**config.mk**
```make
export PLATFORM = sky130hd
export DESIGN_NAME = bnn_sequencer
export DESIGN_NICKNAME = d
export VERILOG_FILES = /design/src/rtl/bnn_pkg.sv /design/src/rtl/img_byte_buffer.sv /design/src/rtl/bnn_sequencer.sv
export SDC_FILE = /design/constraint.sdc
export NUM_CORES = 1
export LEC_CHECK = 0
export BUFFER_PORTS_ARGS = -buffer_cell sky130_fd_sc_hd__buf_2
export CAP_MARGIN = 5
export CORE_AREA = 2 2 365 367
export CTS_BUF_LIST = sky130_fd_sc_hd__clkbuf_16
export DETAILED_ROUTE_END_ITERATION = 16
export DIE_AREA = 0 0 367 369
export HOLD_SLACK_MARGIN = 0.02
export MAX_ROUTING_LAYER = met4
export PLACE_DENSITY = 0.56
export SLEW_MARGIN = 20
export SYNTH_ARGS = -nofsm -noshare
export SYNTH_HDL_FRONTEND = slang
export SYNTH_SLANG_ARGS = --single-unit
```
**constraint.sdc**
```tcl
create_clock -name clk -period 3.3 [get_ports clk]
set_input_delay 0.66 -clock clk [delete_from_list [all_inputs] [get_ports clk]]
set_output_delay 0.66 -clock clk [all_outputs]
set_load 0.01 [all_outputs]
```
**src/rtl/bnn_pkg.sv**
```systemverilog
// Shared types and sizes for the BNN byte loader / inference sequencer.
// Latency: n/a (declarations only).
// Backpressure: n/a.
package bnn_pkg;

    localparam int IMG_BYTES = 113;
    localparam int IMG_BITS  = IMG_BYTES * 8;
    localparam int RESULT_W  = 4;
    localparam int CNT_W     = 7;

    typedef enum logic [2:0] {
        S_IDLE   = 3'd0,
        S_LOAD   = 3'd1,
        S_INFER  = 3'd2,
        S_RESULT = 3'd3,
        S_CLEAR  = 3'd4,
        S_ERROR  = 3'd5
    } bnn_seq_state_t;

endpackage

```
**src/rtl/img_byte_buffer.sv**
```systemverilog
// Image assembly register: writes each loaded byte at the slot picked by the byte counter, first byte in the MSBs.
// Latency: byte visible on img one cycle after load; last is combinational from the counter.
// Backpressure: none; caller gates load. Ports: load/din write, clr_cnt zeroes the counter, last = counter at final slot.
module img_byte_buffer #(
    parameter int NBYTES = bnn_pkg::IMG_BYTES
) (
    input  logic                  clk,
    input  logic                  rst_n,
    input  logic                  load,
    input  logic                  clr_cnt,
    input  logic [7:0]            din,
    output logic [NBYTES*8-1:0]   img,
    output logic                  last
);
    import bnn_pkg::*;

    logic [NBYTES*8-1:0] img_q, img_d;
    logic [CNT_W-1:0]    cnt_q, cnt_d;

    always_comb begin
        img_d = img_q;
        cnt_d = cnt_q;
        if (load) begin
            // Constant-index decode: byte k lands at [8*NBYTES-1-8k -: 8].
            for (int i = 0; i < NBYTES; i++) begin
                if (cnt_q == CNT_W'(i)) begin
                    img_d[(NBYTES-1-i)*8 +: 8] = din;
                end
            end
            cnt_d = cnt_q + CNT_W'(1);
        end
        // Clearing wins so the final byte both writes and rewinds the counter.
        if (clr_cnt) begin
            cnt_d = '0;
        end
    end

    always_ff @(posedge clk or negedge rst_n) begin
        if (!rst_n) begin
            img_q <= '0;
            cnt_q <= '0;
        end else begin
            img_q <= img_d;
            cnt_q <= cnt_d;
        end
    end

    assign img  = img_q;
    assign last = (cnt_q == CNT_W'(NBYTES-1));

endmodule

```
**src/rtl/bnn_sequencer.sv**
```systemverilog
// Loads an image byte stream, sequences one BNN inference, holds the class result until host ack; abort/timeout/overrun.
// Latency: every output registered, one cycle after the causing input.
// Backpressure: none on rx; bytes arriving outside IDLE/LOAD are dropped and flagged on rx_overrun.
module bnn_sequencer #(
    parameter int IMG_BYTES     = bnn_pkg::IMG_BYTES,
    parameter int INFER_TIMEOUT = 4096
) (
    input  logic                          clk,
    input  logic                          rst_n,
    input  logic [7:0]                    rx_byte,
    input  logic                          rx_valid,
    input  logic                          host_abort,
    input  logic                          result_ack,
    output logic [IMG_BYTES*8-1:0]        img_out,
    output logic                          img_buffer_full,
    output logic                          bnn_enable,
    output logic                          bnn_clear,
    input  logic                          bnn_result_ready,
    input  logic [bnn_pkg::RESULT_W-1:0]  bnn_result,
    output logic [bnn_pkg::RESULT_W-1:0]  result_out,
    output logic                          result_valid,
    output logic                          busy,
    output logic                          timeout_err,
    output logic                          rx_overrun
);
    import bnn_pkg::*;

    localparam int TMO_W = (INFER_TIMEOUT > 0) ? $clog2(INFER_TIMEOUT + 1) : 1;
    // Fire on the cycle whose increment would reach INFER_TIMEOUT, so ERROR
    // is entered exactly INFER_TIMEOUT cycles after INFER entry.
    localparam logic [TMO_W-1:0] TMO_LAST = TMO_W'((INFER_TIMEOUT > 0) ? INFER_TIMEOUT - 1 : 0);

    bnn_seq_state_t        state_q, state_d;
    logic [TMO_W-1:0]      tmo_q, tmo_d;
    logic                  full_q, full_d;
    logic                  en_q, en_d;
    logic                  clr_q, clr_d;
    logic [RESULT_W-1:0]   res_q, res_d;
    logic                  rv_q, rv_d;
    logic                  busy_q, busy_d;
    logic                  terr_q, terr_d;
    logic                  ovr_q, ovr_d;

    logic                  buf_load, buf_clr_cnt, buf_last;

    img_byte_buffer #(.NBYTES(IMG_BYTES)) u_buf (
        .clk     (clk),
        .rst_n   (rst_n),
        .load    (buf_load),
        .clr_cnt (buf_clr_cnt),
        .din     (rx_byte),
        .img     (img_out),
        .last    (buf_last)
    );

    always_comb begin
        state_d     = state_q;
        tmo_d       = tmo_q;
        full_d      = full_q;
        en_d        = en_q;
        clr_d       = clr_q;
        res_d       = res_q;
        rv_d        = rv_q;
        terr_d      = terr_q;
        ovr_d       = ovr_q;
        buf_load    = 1'b0;
        buf_clr_cnt = 1'b0;

        if (host_abort) begin
            // Abort outranks everything; the image contents are left alone.
            state_d     = S_IDLE;
            buf_clr_cnt = 1'b1;
            full_d      = 1'b0;
            en_d        = 1'b0;
            clr_d       = 1'b0;
            rv_d        = 1'b0;
            terr_d      = 1'b0;
            ovr_d       = 1'b0;
        end else begin
            case (state_q)
                S_IDLE, S_LOAD: begin
                    if (rx_valid) begin
                        buf_load = 1'b1;
                        state_d  = S_LOAD;
                        if (buf_last) begin
                            buf_clr_cnt = 1'b1;
                            full_d      = 1'b1;
                            en_d        = 1'b1;
                            tmo_d       = '0;
                            state_d     = S_INFER;
                        end
                    end
                end
                S_INFER: begin
                    tmo_d = tmo_q + TMO_W'(1);
                    if (bnn_result_ready) begin
                        res_d   = bnn_result;
                        rv_d    = 1'b1;
                        en_d    = 1'b0;
                        state_d = S_RESULT;
                    end else if (INFER_TIMEOUT > 0 && tmo_q == TMO_LAST) begin
                        terr_d  = 1'b1;
                        en_d    = 1'b0;
                        state_d = S_ERROR;
                    end
                end
                S_RESULT: begin
                    if (result_ack && rv_q) begin
                        rv_d    = 1'b0;
                        clr_d   = 1'b1;
                        state_d = S_CLEAR;
                    end
                end
                S_CLEAR: begin
                    // Hold the release request until the BNN side drops ready.
                    if (!bnn_result_ready) begin
                        clr_d   = 1'b0;
                        full_d  = 1'b0;
                        state_d = S_IDLE;
                    end
                end
                default: ;  // S_ERROR: sticky until abort or reset
            endcase

            if (rx_valid && state_q != S_IDLE && state_q != S_LOAD) begin
                ovr_d = 1'b1;
            end
        end

        busy_d = (state_d != S_IDLE);
    end

    always_ff @(posedge clk or negedge rst_n) begin
        if (!rst_n) begin
            state_q <= S_IDLE;
            tmo_q   <= '0;
            full_q  <= 1'b0;
            en_q    <= 1'b0;
            clr_q   <= 1'b0;
            res_q   <= '0;
            rv_q    <= 1'b0;
            busy_q  <= 1'b0;
            terr_q  <= 1'b0;
            ovr_q   <= 1'b0;
        end else begin
            state_q <= state_d;
            tmo_q   <= tmo_d;
            full_q  <= full_d;
            en_q    <= en_d;
            clr_q   <= clr_d;
            res_q   <= res_d;
            rv_q    <= rv_d;
            busy_q  <= busy_d;
            terr_q  <= terr_d;
            ovr_q   <= ovr_d;
        end
    end

    assign img_buffer_full = full_q;
    assign bnn_enable      = en_q;
    assign bnn_clear       = clr_q;
    assign result_out      = res_q;
    assign result_valid    = rv_q;
    assign busy            = busy_q;
    assign timeout_err     = terr_q;
    assign rx_overrun      = ovr_q;

endmodule

```
==> impl_metrics.toml <==
[run_status]
status = "complete, no violations"

[placement]
dp_hpwl_mm = 86.29
gp_congestion = 0.7785
io_buffers = 932

[detailed_routing]
antenna_left = 0
routed-wl-met3_mm = 7.744
viasPerCell = 4.506
drt_iter0_drc = 1100
first_pass_iters = 5
drc = 0
wl_mm = 125.0
wirelength_met1_mm = 51.20
top_layer = "met4"
wl_met2_mm = 61.41
wl_per_cell_um = 24.44
routed-via-count = 23060

[cts]
clock_sinks = 938
cts.path.max_buffers = 3
cts_made_buffers = 106
root_buffer = "clkbuf_16"
clk_pin_slew_ns = 0.06
post_cts_buffers = 0
cts_resized = 0
clk_latency_ns = 0.71
cts_hold_buf = 1
cts_tree = "yes"
htreeDepth = 3

[floorplanning]
core_um2 = 131100
dieHeight_um = 369
initial_core_util = 0.2727
io_pins = 933
die_x_um = 367
core.rowCount = 133
die_area_um2 = 135400

[final_layout]
area_growth_pct = 30.20
final_util = 0.3551
drive_gt1_frac = 0.5700
final_nets = 3296

[worst_hold_path]
hold_class = "input port to flop"

[sta]
finalCritPeriodShare = 0.7967
fmax_mhz = 380.4
setup_viol = 0
finalCriticalPeriod_ns = 2.629
worstMarginPinSlew_ns = 1.004
fin_setup_tns_ns = 0
drv_slew = 0
slew_headroom = 0.3306
hold_violations = 0
hold_ws_ns = 0.1816
fin_skew_ns = 0.02840
rsz0062_at_grt = "no"

[flow_run]
drv_cap = 0

[power]
power.leakage_nw = 26.86
p_per_area_nw_per_um2 = 507.3
power_mw = 23.62
ir_drop_mv = 0.4727

[yosys]
yosys-top-cells-area = "dfrtp_1, mux2_2, mux2_1"
syn_avg_cell_area_um2 = 15.81
synth_area_leader_cell = "dfrtp_1"
synth_edf_count = 0
synthTopCellsByCount = "dfrtp_1, mux2_2, mux2_1"
synthArstFlopShare = 1.000
ys_seq_elements = 938
yosysSeqAreaShare = 0.6563
synth-main-ff-cell = "dfrtp_1"
synth_area_um2 = 35770
synth_top_area_frac = 0.6563
syn-num-nets = 2285
synth_most_common_cell = "dfrtp_1"
synthDistinctLibCells = 43
synthCells = 2262
yosysWarningCount = 0

[global_routing]
grt_pass1_wl_mm = 177.9
grt_pass1_vias = 23920
grt_max_degree = 114
grt_antenna_before_repair = 7
grt_use_total = 0.1859
grt-ovfl-total = 0

[critical_path]
cp.arrival_ns = 3.20
path_max_fanout = 8
critical_path_class = "flop to flop"
endpoint_kind = "flop"
worst_ep_required_time_ns = 3.87
worst_setup_path_start_kind = "flop"
-- layout by cell type (no fill, tap or decap), drive strengths merged, types with 4 or more instances in the layout --
cell,n
ha,5
dfrtp,938
or3,4
a21oi,9
nand4,6
xor2,9
buf,1024
nand2,139
nand3,5
clkbuf,108
clkinv,38
nand2b,4
o21ai,8
mux2,908
inv,52
nor2,55
xnor2,5
nor3,4
-- state kept, by name, summed over array words and instances (netlist names) --
signal,count
result_out,4
u_buf.cnt_q,7
result_valid,1
state_q,3
rx_overrun,1
img_buffer_full,1
u_buf.img,904
tmo_q,13
bnn_clear,1
bnn_enable,1
timeout_err,1
busy,1
-- routing by layer --
metal | global-route usage | vias to the layer above
met4 | 0.07574 | 0
met2 | 0.3032 | 731
li1 | - | 9948
met3 | 0.04868 | 226
met1 | 0.2181 | 12150
met5 | - | -
-- final cells by class --
cell class	count	area, um^2
fill	12930	84560
sequential	938	23470
multi-input combinational	1191	11780
timing repair buffer	1025	5833
clock buffer	108	2703
tap	1755	2196
clock inverter	85	538.0
inverter	11	41.29
antenna	3	7.507
-- worst max-delay path, stage by stage, from the launching register on --
cell and delay, ns:
dfrtp_1 0.45, nand2b_1 0.49, nor2_1 0.67, nand2_1 0.48
mux2_2 0.40
-- kinds of logic after synthesis --
group           after synthesis  share of synthesized area
mux                         908                     0.2859
compound gates               28                   0.004758
fa+ha+maj                     5                   0.001749
xor+xnor                     14                   0.003428
simple gates                236                    0.03306
flops                       938                     0.6563
buf+inv                     133                    0.01483
-- power by group --
part,internal [mW],switching (mW)
registers,11.6,0.0465
logic,0.241,0.687
clock network,6.15,4.91
total,18.0,5.64
-- metrics by stage --
step | std cells | area (um^2) | setup slack, ns
2_1_floorplan | 2262 | 35770 | 0.9994
3_3_place_gp | 4919 | 43310 | 0.4153
3_5_place_dp | 4919 | 43310 | 0.4357
4_1_cts | 5113 | 46560 | 0.5353
5_1_grt | 5113 | 46560 | 0.4509
6_report | 5116 | 46570 | 0.6710
-- worst paths after layout --
check | start | to | depth (start not counted) | slack, ns
setup / recovery | u_buf.cnt_q[2] | u_buf.img[59] | 4 | 0.67
hold / removal | bnn_result[1] | result_out[1] | 2 | 0.18
setup reg to reg | u_buf.cnt_q[2] | u_buf.img[59] | 4 | 0.67
hold reg to reg | u_buf.img[451] | u_buf.img[451] | 1 | 0.48
max in group asynchronous | rst_n | u_buf.img[769] | 4 | 1.82
min in group asynchronous | rst_n | u_buf.img[434] | 2 | 0.51
No activity file was read; power rests on OpenSTA's default activity.
